<file path="src/rtl/simd_ctrl_unit_v2_pkg.sv">
// Shared types and field positions for the SIMD matrix-multiply controller.
package simd_ctrl_pkg;

    typedef enum logic [2:0] {
        OpNop    = 3'd0,
        OpFetchB = 3'd1,
        OpFetchA = 3'd2,
        OpMatmul = 3'd3,
        OpStore  = 3'd4,
        OpClear  = 3'd5
    } opcode_e;

    typedef enum logic [2:0] {
        StIdle,
        StFetchB,
        StFetchA,
        StMatmul,
        StStore,
        StClear
    } state_e;

    localparam int unsigned OPC_LSB  = 0;
    localparam int unsigned ADDR_LSB = 3;

endpackage

</file>
<file path="src/rtl/simd_ctrl_unit_v2_if.sv">
// Instruction valid/ready channel between the GPIO instruction source and the controller.
interface simd_ctrl_unit_v2_if #(
    parameter int unsigned IW = 32
);
    logic [IW-1:0] INSTR;
    logic          INSTR_VALID;
    logic          INSTR_READY;

    modport master (output INSTR, output INSTR_VALID, input INSTR_READY);
    modport slave  (input INSTR, input INSTR_VALID, output INSTR_READY);
endinterface

</file>
<file path="src/rtl/simd_pe_onehot_dec.sv">
// Row-address to per-PE one-hot decoder; address 0 selects the most significant PE.
module simd_pe_onehot_dec #(
    parameter int unsigned N = 16,
    localparam int unsigned LogN = $clog2(N)
) (
    input  logic [LogN-1:0] addr,
    output logic [N-1:0]    onehot
);
    always_comb begin
        onehot = '0;
        for (int unsigned i = 0; i < N; i++) begin
            onehot[i] = (addr == LogN'(N - 1 - i));
        end
    end
endmodule

</file>
<file path="src/rtl/simd_ctrl_unit_v2.sv">
// SIMD matrix-multiply controller: decodes instructions and sequences the PE array.
// Optional MATMUL cycle counter enabled by defining SIMD_CTRL_PERF_CNT_EN.
module simd_ctrl_unit_v2
    import simd_ctrl_pkg::*;
#(
    parameter int unsigned N     = 16,
    parameter int unsigned DEPTH = 16,
    parameter int unsigned IW    = 32,
    localparam int unsigned LogN = $clog2(N)
) (
    input  logic               CLK,
    input  logic               RSTN,
    simd_ctrl_unit_v2_if.slave ibus,
    input  logic               ONSWT,
    output logic               OFFSWT,
    output logic               DONE,
    output logic               BUSY,
    output logic               ERR_ILLEGAL,
    output logic               MATAB_MUX,
    output logic               DOUT_MUX,
    output logic [LogN-1:0]    SEQ_A,
    output logic [LogN-1:0]    SEQ_B,
    output logic [LogN-1:0]    SEQ_DATC,
    output logic [N-1:0]       MAC_CTRL,
    output logic [N-1:0]       RST_MUL,
    output logic [N-1:0]       INC_PC,
    output logic [N-1:0]       MAT_MUX,
`ifdef SIMD_CTRL_PERF_CNT_EN
    output logic [31:0]        PERF_MAC_CYCLES,
`endif
    output logic [N-1:0]       WRITE_MAT
);
    localparam int unsigned CntW = (DEPTH > 1) ? $clog2(DEPTH) : 1;
    localparam logic [CntW-1:0] CntLast = CntW'(DEPTH - 1);

    state_e          state_q, state_d;
    logic [CntW-1:0] cnt_q, cnt_d;
    logic [LogN-1:0] addr_c_q, addr_c_d;
    logic            off_q, off_d, done_q, done_d, err_q, err_d;
    logic            matab_q, matab_d, dout_q, dout_d;
    logic [LogN-1:0] seq_a_q, seq_a_d, seq_b_q, seq_b_d;
    logic [N-1:0]    mac_q, mac_d, rst_q, rst_d, inc_q, inc_d, mmux_q, mmux_d, wm_q, wm_d;

    logic            accept, halt;
    logic [2:0]      opc;
    logic [LogN-1:0] addr;
    logic [N-1:0]    onehot;

    assign opc    = ibus.INSTR[OPC_LSB +: 3];
    assign addr   = ibus.INSTR[ADDR_LSB +: LogN];
    assign halt   = ibus.INSTR[ADDR_LSB + LogN];
    assign accept = ibus.INSTR_VALID && ibus.INSTR_READY;

    assign ibus.INSTR_READY = (state_q == StIdle) && ONSWT && !off_q;
    assign BUSY             = (state_q != StIdle);

    simd_pe_onehot_dec #(.N(N)) u_wm_dec (
        .addr   (addr),
        .onehot (onehot)
    );

    always_comb begin
        state_d  = state_q;
        cnt_d    = '0;
        addr_c_d = addr_c_q;
        off_d    = off_q | (accept & halt);
        err_d    = accept && (opc == 3'd6 || opc == 3'd7);
        unique case (state_q)
            StIdle: begin
                if (accept) begin
                    case (opc)
                        OpFetchB: state_d = StFetchB;
                        OpFetchA: state_d = StFetchA;
                        OpMatmul: state_d = StMatmul;
                        OpStore:  state_d = StStore;
                        OpClear:  state_d = StClear;
                        default:  state_d = StIdle;
                    endcase
                end
            end
            // Loop runs to completion regardless of ONSWT; only reset aborts it.
            StMatmul: begin
                if (cnt_q == CntLast) state_d = StIdle;
                else                  cnt_d   = cnt_q + 1'b1;
            end
            default: state_d = StIdle;
        endcase

        // Controls are decoded from the next state so they register alongside it.
        done_d  = 1'b0;
        matab_d = 1'b1;
        dout_d  = 1'b0;
        seq_a_d = '0;
        seq_b_d = '0;
        mac_d   = '0;
        rst_d   = '0;
        inc_d   = '0;
        mmux_d  = '0;
        wm_d    = '0;
        unique case (state_d)
            StIdle:   rst_d = '1;
            StFetchB: begin
                matab_d = 1'b0;
                seq_b_d = addr;
                wm_d    = onehot;
                done_d  = 1'b1;
            end
            StFetchA: begin
                seq_a_d  = addr;
                mmux_d   = '1;
                wm_d     = '1;
                addr_c_d = addr;
                done_d   = 1'b1;
            end
            StMatmul: begin
                mac_d  = '1;
                inc_d  = '1;
                done_d = (cnt_d == CntLast);
            end
            StStore: begin
                dout_d = 1'b1;
                rst_d  = '1;
                done_d = 1'b1;
            end
            StClear: begin
                rst_d    = '1;
                addr_c_d = '0;
                done_d   = 1'b1;
            end
            default: rst_d = '1;
        endcase
    end

    always_ff @(posedge CLK) begin
        if (!RSTN) begin
            state_q  <= StIdle;
            cnt_q    <= '0;
            addr_c_q <= '0;
            off_q    <= 1'b0;
            done_q   <= 1'b0;
            err_q    <= 1'b0;
            matab_q  <= 1'b1;
            dout_q   <= 1'b0;
            seq_a_q  <= '0;
            seq_b_q  <= '0;
            mac_q    <= '0;
            rst_q    <= '1;
            inc_q    <= '0;
            mmux_q   <= '0;
            wm_q     <= '0;
        end else begin
            state_q  <= state_d;
            cnt_q    <= cnt_d;
            addr_c_q <= addr_c_d;
            off_q    <= off_d;
            done_q   <= done_d;
            err_q    <= err_d;
            matab_q  <= matab_d;
            dout_q   <= dout_d;
            seq_a_q  <= seq_a_d;
            seq_b_q  <= seq_b_d;
            mac_q    <= mac_d;
            rst_q    <= rst_d;
            inc_q    <= inc_d;
            mmux_q   <= mmux_d;
            wm_q     <= wm_d;
        end
    end

    assign OFFSWT      = off_q;
    assign DONE        = done_q;
    assign ERR_ILLEGAL = err_q;
    assign MATAB_MUX   = matab_q;
    assign DOUT_MUX    = dout_q;
    assign SEQ_A       = seq_a_q;
    assign SEQ_B       = seq_b_q;
    assign SEQ_DATC    = addr_c_q;
    assign MAC_CTRL    = mac_q;
    assign RST_MUL     = rst_q;
    assign INC_PC      = inc_q;
    assign MAT_MUX     = mmux_q;
    assign WRITE_MAT   = wm_q;

`ifdef SIMD_CTRL_PERF_CNT_EN
    logic [31:0] perf_q;

    always_ff @(posedge CLK) begin
        if (!RSTN || state_q == StClear) begin
            perf_q <= '0;
        end else if (state_q == StMatmul && perf_q != '1) begin
            perf_q <= perf_q + 32'd1;
        end
    end

    assign PERF_MAC_CYCLES = perf_q;
`endif
endmodule

</file>
<file path="src/flat_wrapper.sv">
// flat-port wrapper written by rule: the top's interface ports become plain ports
module simd_ctrl_unit_v2_flat import simd_ctrl_pkg::*;
#(
    parameter int unsigned N     = 16,
    parameter int unsigned DEPTH = 16,
    parameter int unsigned IW    = 32,
    localparam int unsigned LogN = $clog2(N)
)
  (CLK, RSTN, ONSWT, OFFSWT, DONE, BUSY, ERR_ILLEGAL, MATAB_MUX, DOUT_MUX, SEQ_A, SEQ_B, SEQ_DATC, MAC_CTRL, RST_MUL, INC_PC, MAT_MUX, WRITE_MAT, ibus_INSTR, ibus_INSTR_VALID, ibus_INSTR_READY);
  simd_ctrl_unit_v2_if #(.IW(IW)) ibus_i ();
  input  logic CLK;
  input  logic RSTN;
  input  logic ONSWT;
  output logic OFFSWT;
  output logic DONE;
  output logic BUSY;
  output logic ERR_ILLEGAL;
  output logic MATAB_MUX;
  output logic DOUT_MUX;
  output logic [LogN-1:0] SEQ_A;
  output logic [LogN-1:0] SEQ_B;
  output logic [LogN-1:0] SEQ_DATC;
  output logic [N-1:0] MAC_CTRL;
  output logic [N-1:0] RST_MUL;
  output logic [N-1:0] INC_PC;
  output logic [N-1:0] MAT_MUX;
  output logic [N-1:0] WRITE_MAT;
  input wire logic [$bits(ibus_i.INSTR)-1:0] ibus_INSTR;
  input wire logic [$bits(ibus_i.INSTR_VALID)-1:0] ibus_INSTR_VALID;
  output wire logic [$bits(ibus_i.INSTR_READY)-1:0] ibus_INSTR_READY;
  assign ibus_i.INSTR = ibus_INSTR;
  assign ibus_i.INSTR_VALID = ibus_INSTR_VALID;
  assign ibus_INSTR_READY = ibus_i.INSTR_READY;
  simd_ctrl_unit_v2 #(.N(N), .DEPTH(DEPTH), .IW(IW)) u_core (.CLK(CLK), .RSTN(RSTN), .ibus(ibus_i), .ONSWT(ONSWT), .OFFSWT(OFFSWT), .DONE(DONE), .BUSY(BUSY), .ERR_ILLEGAL(ERR_ILLEGAL), .MATAB_MUX(MATAB_MUX), .DOUT_MUX(DOUT_MUX), .SEQ_A(SEQ_A), .SEQ_B(SEQ_B), .SEQ_DATC(SEQ_DATC), .MAC_CTRL(MAC_CTRL), .RST_MUL(RST_MUL), .INC_PC(INC_PC), .MAT_MUX(MAT_MUX), .WRITE_MAT(WRITE_MAT));
endmodule
</file>
<file path="config.mk">
export PLATFORM = sky130hd
export DESIGN_NAME = simd_ctrl_unit_v2_flat
export DESIGN_NICKNAME = d
export VERILOG_FILES = /design/src/rtl/simd_ctrl_unit_v2_pkg.sv /design/src/rtl/simd_ctrl_unit_v2_if.sv /design/src/rtl/simd_pe_onehot_dec.sv /design/src/rtl/simd_ctrl_unit_v2.sv /design/src/flat_wrapper.sv
export SDC_FILE = /design/constraint.sdc
export NUM_CORES = 1
export LEC_CHECK = 0
export BUFFER_PORTS_ARGS = -buffer_cell sky130_fd_sc_hd__buf_2
export CAP_MARGIN = 40
export CELL_PAD_IN_SITES_DETAIL_PLACEMENT = 2
export CELL_PAD_IN_SITES_GLOBAL_PLACEMENT = 2
export CORE_UTILIZATION = 20
export DETAILED_ROUTE_END_ITERATION = 16
export PLACE_DENSITY_LB_ADDON = 0.1
export SYNTH_ARGS = -nofsm -noshare
export SYNTH_HDL_FRONTEND = slang
export SYNTH_SLANG_ARGS = --single-unit
</file>
<file path="constraint.sdc">
create_clock -name CLK -period 1.57 [get_ports CLK]
set_clock_uncertainty 0.15 [all_clocks]
set_input_delay 0.0785 -clock CLK [delete_from_list [all_inputs] [get_ports CLK]]
set_output_delay 0.0785 -clock CLK [all_outputs]
set_load 0.01 [all_outputs]
</file>
==> results.md, run 1 <==
- Crit path kind: reg2out
- Crit start category: flip-flop
- CTS clock-pin slew for the worst setup and hold paths: approximately 0.09 ns
- Reg2reg start: u_core.state_q[2]
- Worst reg2reg setup slack: roughly 0.080 ns
- RSZ-0062 raised after global routing: true
- Synth area leader: dfxtp_1
- Root buf cell: clkbuf_8
- Pleak: roughly 1.4 nW
- H-tree depth: 2
- CP Data Arrival Time: 1.33 ns
- Post-synth EDFFs: 0
- CORE AREA: 0.01028 mm2
- Initial antenna violation count: 0
- Final Non-Filler Cells: about 460
- Cells after synthesis: 233
- Drt wl/cell: between 10 and 15 um
- Max-slew headroom: ~72%
- Buffers on Ports: 110
- Hold Fails Final Rpt: 0
- DR iter-0 viols: a little under 50
- Starting Density: roughly a fifth
- Area Growth Syn to Fin: 35.69%
- Top-area cell type share of the netlist area: between 40% and 50%
- Synthesized area per cell: 9.027 um2
- Synth Register Bits: 43
- Reg2reg path depth: 6
- DR pass1 iterations: 4
- Peak VDD IR: roughly 0.39 mV
- Clk_lat worst skew: between 0.3 and 0.4 ns
- Max frequency: about 640 MHz
- Synth warnings: 0
- Drt total wl: around 6200 um
- Worst hold path type: in2reg
- CTS tree: built
- Top fanout value on the critical path: 3
- Vias post-DR: 1825
- Nets: 361
- GR Overflow Total: 0
- Crit-path max cell delay: 0.34 ns
- Min Clock Period, post-route: approximately 1.6 ns
- Rows: 37
- Clock sinks: between 40 and 50
- Crit path cell chain: nor3_4 > inv_2 > buf_6 > nor3b_2 > buf_2
- Critical path required time: around 1.3 ns
- Syn Std Cell Area: roughly 0.0021 mm2
- Crit. End Element: primary output
- First-pass GRT wire length: 9832 um
- Routed vias/inst: about 4
- Largest net degree at the start of global routing: 33
- Share of layout cells above drive strength 1: between 50% and 60%
- Placer congestion estimate: about 0.7
- R2R Path End: u_core.WRITE_MAT[0]
- Total power draw: approximately 2.2 mW
- Final Max Tran Viols: 0
- Slowest-stage cell, CP: dfxtp_2
- Worst-margin pin slew: 0.4165 ns
- Power per Cell Area: between 700 and 800 mW/mm2
- # diodes: 0
- Routed Antenna Nets: 0
- Post-route cell area: 0.002854 mm2
- Detail Placement HPWL: between 4000 and 5000 um
- Sequential share of the synthesized area: 40.93%
- Die Area: around 0.011 mm2
- Ys flop type: dfxtp_1
- Hold endpoint: u_core.ERR_ILLEGAL
- Synthesized Nets: 273
- Yosys cell types: 36
- Status: finished, final reports clean
- Num ports: ~140
- Setup WS post-layout: around 0.012 ns
- WHS Path Cells: 4
- Pre-CTS WS: -0.3537 ns
- Ys async rst share: 0%
- Maxcap violations: 0
- Final setup viols: 0
- Total Neg Setup Slack: 0 ns
- Post-DP Area: 0.002539 mm2
- Period utilisation layout: between 90% and 100%
- DR DRC count: 0
- Vias in the first global route: roughly 1800
- Ranking of synthesized cells by area: dfxtp_1 (41%), buf_4 (22%), nand3_1 (5.0%)
- Global-route usage over all layers: 11.47%
- Vert. Die Dim: ~100 um
- Placed insts: roughly 440
- Die Width: 104.6 um
- Hold_sp: ibus_INSTR[1]
- Clock Path Buffers: 2
- CTS Buf Count: 5
[layout by cell type, fill, tap and decap left out, types with 2 or more instances in the layout]
master,netlist,layout
a21oi_1,19,19
and2_1,7,7
and3_1,6,6
buf_2,4,110
buf_4,63,28
buf_6,0,6
clkbuf_16,0,2
clkbuf_8,0,5
clkinv_4,0,2
dfxtp_1,43,40
dfxtp_2,0,3
dlygate4sd3_1,0,5
ha_1,4,4
inv_1,5,5
nand2_1,11,10
nand3_1,21,20
nand3b_1,3,3
nand4_1,4,4
nor2_1,9,8
nor2_4,0,2
nor2b_1,5,5
nor3_4,1,2
nor3b_2,1,3
o221ai_1,4,3
xor2_1,2,2
[per-stage QoR]
step,util (%),hold WS [ns]
detailed placement,24.70,0.1770
CTS,26.50,0.07569
floorplan,-,0.05021
global placement,24.70,0.1645
global route,27.77,0.08075
finish,27.77,0.06824
[worst max path at each step]
stage                                 start                   to
after floorplan               ibus_INSTR[1]  u_core.WRITE_MAT[1]
after global placement        ibus_INSTR[1]   u_core.SEQ_DATC[1]
after detailed placement      ibus_INSTR[1]   u_core.SEQ_DATC[2]
after CTS                 u_core.state_q[2]     ibus_INSTR_READY
after global routing      u_core.state_q[2]     ibus_INSTR_READY
final                     u_core.state_q[2]     ibus_INSTR_READY
[flip-flops by register name (all words and copies together), names as in the netlist]
name                count
u_core.RST_MUL          1
u_core.MAC_CTRL         1
u_core.SEQ_A            4
u_core.DONE             1
u_core.MAT_MUX          1
u_core.SEQ_DATC         4
u_core.SEQ_B            4
u_core.WRITE_MAT       16
u_core.ERR_ILLEGAL      1
u_core.OFFSWT           1
u_core.MATAB_MUX        1
u_core.cnt_q            4
u_core.DOUT_MUX         1
u_core.state_q          3
[kinds of logic (layout without fill, tap and decap cells)]
family	after synthesis	in the layout	share of synthesized area [%]
adder cells (fa/ha/maj)	5	5	2.915
XOR/XNOR	3	3	1.249
flip-flops	43	43	40.93
AO/OA/AOI/OAI	31	31	9.221
AND/OR/NAND/NOR	74	74	20.46
buffers and inverters	77	166	25.22
[power breakdown]
group | total, mW | internal, mW | switching [mW]
clock network | 0.757 | 0.319 | 0.438
logic | 0.340 | 0.159 | 0.181
registers | 1.12 | 1.11 | 0.0134
total | 2.22 | 1.59 | 0.632
[cells in the mapped netlist, types with 2 or more instances]
cell type and number:
o221ai_1 4, xor2_1 2, and2_1 7, dfxtp_1 43, nand2_1 11, nor2_1 9
nand3b_1 3, nand4_1 4, clkbuf_1 3, ha_1 4, nor2b_1 5, nand3_1 21
inv_1 5, buf_4 63, nor3b_1 2, buf_2 4, and3_1 6, a21oi_1 19
[layout make-up]
type | count | area, um2
Clock buffer | 5 | 68.82
Timing Repair Buffer | 152 | 948.4
Multi-Input combinational cell | 113 | 754.5
Clock inverter | 3 | 25.02
Sequential cell | 43 | 864.6
Tap cell | 136 | 170.2
Inverter | 6 | 22.52
Fill cell | 1224 | 7423
[critical path, delay by kind of cell (launching register included)]
| kind | cells | cell delay [ns] |
|---|---|---|
| buffers and inverters | 3 | 0.34 |
| flip-flops | 1 | 0.34 |
| AND/OR/NAND/NOR | 2 | 0.33 |
[repair_timing]
action	in CTS	in global routing
endpoints found under the hold margin	15	0
resized for setup	8	11
setup endpoints to repair	5	18
pin swaps	1	9
buffers inserted	2	4
cloned	0	3
hold buffers	5	0
[routing by layer]
layer	track usage, %	up-vias	wire [um]
li1	-	894	-
met2	18.07	68	2832
met5	0	-	0
met3	3.369	6	357
met1	15.05	857	2950
met4	3.367	0	67
Note: power is estimated with default switching activity, not from simulation.
==> run 2: changes to the inputs <==
--- a/config.mk
+++ b/config.mk
@@ -5,6 +5,7 @@
 export SDC_FILE = /design/constraint.sdc
 export NUM_CORES = 1
 export LEC_CHECK = 0
+export ABC_AREA = 1
 export BUFFER_PORTS_ARGS = -buffer_cell sky130_fd_sc_hd__buf_2
 export CAP_MARGIN = 40
 export CELL_PAD_IN_SITES_DETAIL_PLACEMENT = 2
@@ -12,6 +13,7 @@
 export CORE_UTILIZATION = 20
 export DETAILED_ROUTE_END_ITERATION = 16
 export PLACE_DENSITY_LB_ADDON = 0.1
+export RECOVER_POWER = 50
 export SYNTH_ARGS = -nofsm -noshare
 export SYNTH_HDL_FRONTEND = slang
 export SYNTH_SLANG_ARGS = --single-unit
==> run 2 against run 1 <==
The run now ends with setup timing left. Cell area rose by 3.5%. Hold slack improved by 0.0072 ns. Wire length fell by 4.0%. Sequential power barely moved. Largest power group unchanged. Highest routed layer unchanged.
==> results.md, run 2 <==
- # diodes: 0
- Crit path buffers/inverters: 2
- Starting Density: about a fifth
- First-pass GRT wire length: roughly 10000 um
- Nets: ~390
- Synth Register Bits: 43
- Clock Path Buffers: 2
- Routed Antenna Nets: 0
- Num ports: 135
- Clk_lat worst skew: about 0.29 ns
- Pre-CTS WS: -0.1922 ns
- Drt wl/cell: about 12 um
- Ys async rst share: 0%
- CTS tree: built
- Power per Cell Area: roughly 800 mW/mm2
- H-tree depth: 2
- Synth area leader: dfxtp_1
- Rows: 37
- Period utilisation layout: 100.1%
- Top Family by Delay on Critical Path: simple AND/OR/NAND/NOR gates
- Worst setup path start: u_core.cnt_q[1]
- Top-count cell post-synth: buf_4
- Synth cell count leaders: buf_4 (62), dfxtp_1 (43), nand2_1 (43)
- Max-slew headroom: a little under three quarters
- Buffers on Ports: 110
- CORE AREA: between 0.01 and 0.015 mm2
- Crit. End Element: flip-flop
- Vias post-DR: 1871
- Slowest-stage cell, CP: dfxtp_2
- DR iter-0 viols: 42
- Cells after synthesis: 262
- Vias in the first global route: 1921
- Failing checks: setup timing
- Top-area cell type share of the netlist area: around 40%
- Crit path kind: reg2reg
- Post-synth EDFFs: 0
- Commonest cells after routing, fill and taps aside: buf_2 (78), dfxtp_1 (39), nand2_1 (38)
- Ranking of synthesized cells by area: dfxtp_1 (40%), buf_4 (22%), nand2_1 (7.5%)
- Fin util: 28.47%
- Clock sinks: 43
- Synthesized Nets: 302
- DR DRC count: 0
- Pleak: about 1.6 nW
- Hold_sp: ibus_INSTR_VALID
- DR pass1 iterations: 3
- Placer congestion estimate: 0.6485
- Area Growth Syn to Fin: 37.21%
- CTS clock-pin slew for the worst setup and hold paths: roughly 0.090 ns
- CTS Buf Count: 5
- Root buf cell: clkbuf_8
- Die Area: approximately 0.011 mm2
- Final Max Tran Viols: 0
- Critical path required time: approximately 1.7 ns
- Die Width: roughly 110 um
- Global-route usage over all layers: about 11%
- Worst hold path type: in2reg
- Initial antenna violation count: 0
- Hold Fails Final Rpt: 0
- Synthesized area per cell: 8.214 um2
- Routed vias/inst: between 3 and 4
- Crit start category: flip-flop
- Vert. Die Dim: around 110 um
- Worst-margin pin slew: 0.4200 ns
- Status: finished, violations left
- RSZ-0062 raised after global routing: true
- Sequential share of the synthesized area: between 40% and 50%
- Top fanout value on the critical path: 6
- Detail Placement HPWL: between 4000 and 5000 um
- Largest net degree at the start of global routing: 33
- Maxcap violations: 0
- Crit path cell chain: ha_4 > nand2_4 > o21ai_4 > buf_12 > nand2_2 > nor2_8 > buf_12 > nand3_2 > nand2_1
- Most frequent CP cell: buf_12
- Yosys cell types: 23
- Synth warnings: 0
- Total Neg Setup Slack: -0.001053 ns
- Min Clock Period, post-route: 1.571 ns
- CP Data Arrival Time: around 1.7 ns
- GR Overflow Total: 0
- Commonest non-fill, non-tap cell in the layout: buf_2
- Drt total wl: 5957 um
- Share of layout cells above drive strength 1: between 40% and 50%
- Syn Std Cell Area: approximately 0.0022 mm2
- Crit-path max cell delay: 0.36 ns
- Peak VDD IR: between 0.3 and 0.4 mV
- Ys flop type: dfxtp_1
- Max FFs per register: 16
- Setup WS post-layout: -0.001053 ns
- Final setup viols: 1
- Reg2reg start: u_core.cnt_q[1]
- Max frequency: 636.5 MHz
## run 2: cell count changes after synthesis, sizes merged, moves of 7 or more
cell and change:
nand4 +16, a21oi -18, nor2 +17, inv +26, nand2 +37, and2 -7
## run 2: routing by layer
layer	GRT usage (%)	vias to the layer above	wire [um]
met5	0	-	0
met4	3.869	0	77
met3	2.412	7	356
met2	18.63	74	2828
met1	14.11	861	2694
li1	-	929	-
## run 2: power breakdown
| part | internal, mW | switching [mW] |
|---|---|---|
| logic | 0.119 | 0.164 |
| registers | 1.11 | 0.0122 |
| clock network | 0.572 | 0.392 |
## run 2: path summary, 6_finish.rpt
path | to | slack, ns | cells past startpoint
max reg2reg | u_core.SEQ_DATC[0] | -0.001 | 9
max | u_core.SEQ_DATC[0] | -0.001 | 9
min reg2reg | u_core.cnt_q[1] | 0.39 | 2
min | u_core.ERR_ILLEGAL | 0.08 | 4
## run 2: kinds of logic (layout without fill, tap and decap cells)
family	Yosys count	after routing	synth area share, %
buffers and inverters	97	185	28.14
and+or+nand+nor	116	116	28.55
adders and majority gates	4	4	2.326
DFF	43	43	40.00
AOI/OAI and AO/OA	2	2	0.9884
## run 2: what timing repair did
item | in CTS | in global routing
endpoints found under the hold margin | 14 | 0
setup buffers | 2 | 1
pin swaps | 3 | 4
gates cloned | 0 | 0
endpoints found under the setup margin | 34 | 34
gates resized for setup | 17 | 13
hold buffers | 6 | 0
## run 2: tightest hold or removal path, stage by stage
cell and delay (ns):
buf_2 0.12, nand4_4 0.14, buf_4 0.11, nor2_1 0.03
## run 2: area by class of cell
type | count | area (um2)
Tap cell | 136 | 170.2
Clock buffer | 7 | 97.59
Fill cell | 1252 | 7417
Multi-Input combinational cell | 122 | 818.3
Sequential cell | 43 | 868.3
Inverter | 32 | 122.6
Clock inverter | 1 | 30.03
Timing Repair Buffer | 145 | 845.8
## run 2: per-stage QoR
step / hold WS (ns) / instances / total power [mW] / area, um2
after floorplan: 0.06374 / 262 / 1.292 / 2185
after global placement: 0.2175 / 471 / 1.403 / 2668
after detailed placement: 0.2217 / 471 / 1.407 / 2668
after CTS: 0.06111 / 487 / 2.421 / 2955
after global routing: 0.09203 / 486 / 2.490 / 2953
final: 0.07546 / 486 / 2.367 / 2953
==> run 3: changes to the inputs <==
--- a/config.mk
+++ b/config.mk
@@ -12,6 +12,7 @@
 export CELL_PAD_IN_SITES_GLOBAL_PLACEMENT = 2
 export CORE_UTILIZATION = 20
 export DETAILED_ROUTE_END_ITERATION = 16
+export HOLD_SLACK_MARGIN = 0.1
 export PLACE_DENSITY_LB_ADDON = 0.1
 export RECOVER_POWER = 50
 export SYNTH_ARGS = -nofsm -noshare
==> run 3 against run 2 <==
The flow still finishes with violations (setup timing). Sequential cell count did not move. Clock power barely moved. Hold slack better by 0.034 ns. Die area unchanged. Cell count rose by 0.21%. Critical path depth is the same. Highest routed layer unchanged.
==> results.md, run 3 (synthesis results as in run 2) <==
- Final Max Tran Viols: 0
- Crit. End Element: flip-flop
- Total power draw: ~2.4 mW
- Routed vias/inst: roughly 3.9
- Commonest cells after routing, fill and taps aside: buf_2 (78), dfxtp_1 (39), nand2_1 (38)
- RSZ-0062 raised after global routing: true
- Peak VDD IR: between 0.3 and 0.4 mV
- CTS Buf Count: 5
- Crit path kind: reg2reg
- Hold Fails Final Rpt: 0
- Most frequent CP cell: buf_12
- Rows: 37
- CORE AREA: ~0.010 mm2
- Area Growth Syn to Fin: 37.67%
- Gate power share: between 10% and 20%
- Top Family by Delay on Critical Path: simple AND/OR/NAND/NOR gates
- DR pass1 iterations: 3
- Max frequency: between 600 and 700 MHz
- Placer congestion estimate: between 0.6 and 0.7
- Routed Antenna Nets: 0
- Period utilisation layout: 100.1%
- Crit-path max cell delay: approximately 0.36 ns
- Clock sinks: 43
- Final setup viols: 1
- Drt total wl: between 5000 and 6000 um
- Crit path buffers/inverters: 2
- Placed insts: between 400 and 500
- GR Overflow Total: 0
- Global-route usage over all layers: roughly 11%
- Crit start category: flip-flop
- Clock share of power: ~41%
- Vert. Die Dim: 105.7 um
- Maxcap violations: 0
- Max-slew headroom: just over 70%
- Int Pwr: roughly 1.8 mW
- Failing checks: setup timing
- Power per Cell Area: roughly 800 mW/mm2
- Clk_lat worst skew: about 0.29 ns
- Vias post-DR: 1880
- DR iter-0 viols: 49
- Largest net degree at the start of global routing: 33
- Max FFs per register: 16
- Fin util: 28.57%
- Pleak: 1.575 nW
- CTS tree: built
- Crit path cell chain: ha_4 > nand2_4 > o21ai_4 > buf_12 > nand2_2 > nor2_8 > buf_12 > nand3_2 > nand2_1
- Drt wl/cell: around 12 um
- Min Clock Period, post-route: 1.571 ns
- Share of layout cells above drive strength 1: 44.73%
- Nets: between 300 and 400
- # diodes: 0
- Status: finished, violations left
- Root buf cell: clkbuf_8
- Detail Placement HPWL: around 4700 um
- Setup WS post-layout: -0.001022 ns
- Final Non-Filler Cells: a little under 500
- P_sw: between 0.5 and 0.6 mW
- Clock Path Buffers: 2
- Top fanout value on the critical path: 6
- Switching part of the total: 24.02%
- CP Data Arrival Time: ~1.7 ns
- Vias in the first global route: 1927
- Flop pwr share: a little under half
- Die Width: around 110 um
- Total Neg Setup Slack: -0.001022 ns
- Slowest-stage cell, CP: dfxtp_2
- Starting Density: around a fifth
- Worst-margin pin slew: between 0.4 and 0.5 ns
- Worst hold margin: 0.1097 ns
- Worst hold path type: in2reg
- Initial antenna violation count: 0
- Critical path required time: approximately 1.7 ns
- Buffers on Ports: between 100 and 150
- Num ports: about 140
- Commonest non-fill, non-tap cell in the layout: buf_2
- H-tree depth: 2
- CTS clock-pin slew for the worst setup and hold paths: roughly 0.09 ns
- DR DRC count: 0
- Die Area: roughly 0.011 mm2
- First-pass GRT wire length: between 9000 and 10000 um
[run 3: worst register-to-register path, stage by stage (launching register included)]
cell	delay, ns
dfxtp_2	0.36
ha_4	0.15
nand2_4	0.05
o21ai_4	0.14
buf_12	0.14
nand2_2	0.09
nor2_8	0.17
buf_12	0.13
nand3_2	0.07
nand2_1	0.07
[run 3: layout make-up]
cell class / count / area (um2)
clock buffers: 7 / 97.59
clock inverters: 1 / 30.03
fillers: 1252 / 7407
inverters: 32 / 122.6
multi-input cells: 122 / 818.3
flip-flops and latches: 43 / 868.3
well taps: 136 / 170.2
repair buffers: 146 / 855.8
[run 3: power groups by stage]
| stage | clock network (mW) | logic [mW] | registers (mW) |
|---|---|---|---|
| finish | 0.964 | 0.285 | 1.12 |
| floorplan | 0 | 0.139 | 1.15 |
| detailed placement | 0 | 0.262 | 1.14 |
| global placement | 0 | 0.259 | 1.14 |
| CTS | 1.01 | 0.289 | 1.12 |
| global route | 1.05 | 0.317 | 1.12 |
[run 3: worst paths after layout]
check	endpoint	cells after the start	slack, ns	from
setup / recovery	u_core.SEQ_DATC[0]	9	-0.001	u_core.cnt_q[1]
hold / removal	u_core.ERR_ILLEGAL	6	0.11	ONSWT
setup reg to reg	u_core.SEQ_DATC[0]	9	-0.001	u_core.cnt_q[1]
hold reg to reg	u_core.cnt_q[1]	2	0.39	u_core.state_q[2]
[run 3: stage by stage]
| stage | instance area (um2) | setup WS [ns] |
|---|---|---|
| 2_1_floorplan | 2185 | 0.0007250 |
| 3_3_place_gp | 2668 | -0.1579 |
| 3_5_place_dp | 2668 | -0.1922 |
| 4_1_cts | 2965 | -0.03458 |
| 5_1_grt | 2963 | -0.1134 |
| 6_report | 2963 | -0.001022 |
[run 3: repair_timing]
action	4_1_cts	5_1_grt
hold buffers	7	0
endpoints found under the hold margin	37	0
buffers inserted	2	1
endpoints found under the setup margin	34	34
gates resized for setup	17	13
pin swaps	3	4
[run 3: layer usage]
| layer | GRT usage [%] | part of all wire [%] | up-vias |
|---|---|---|---|
| met5 | 0 | 0 | - |
| met4 | 3.869 | 1.3 | 0 |
| met3 | 2.412 | 6.0 | 7 |
| met2 | 18.72 | 48 | 74 |
| met1 | 14.15 | 45 | 867 |
| li1 | - | - | 932 |
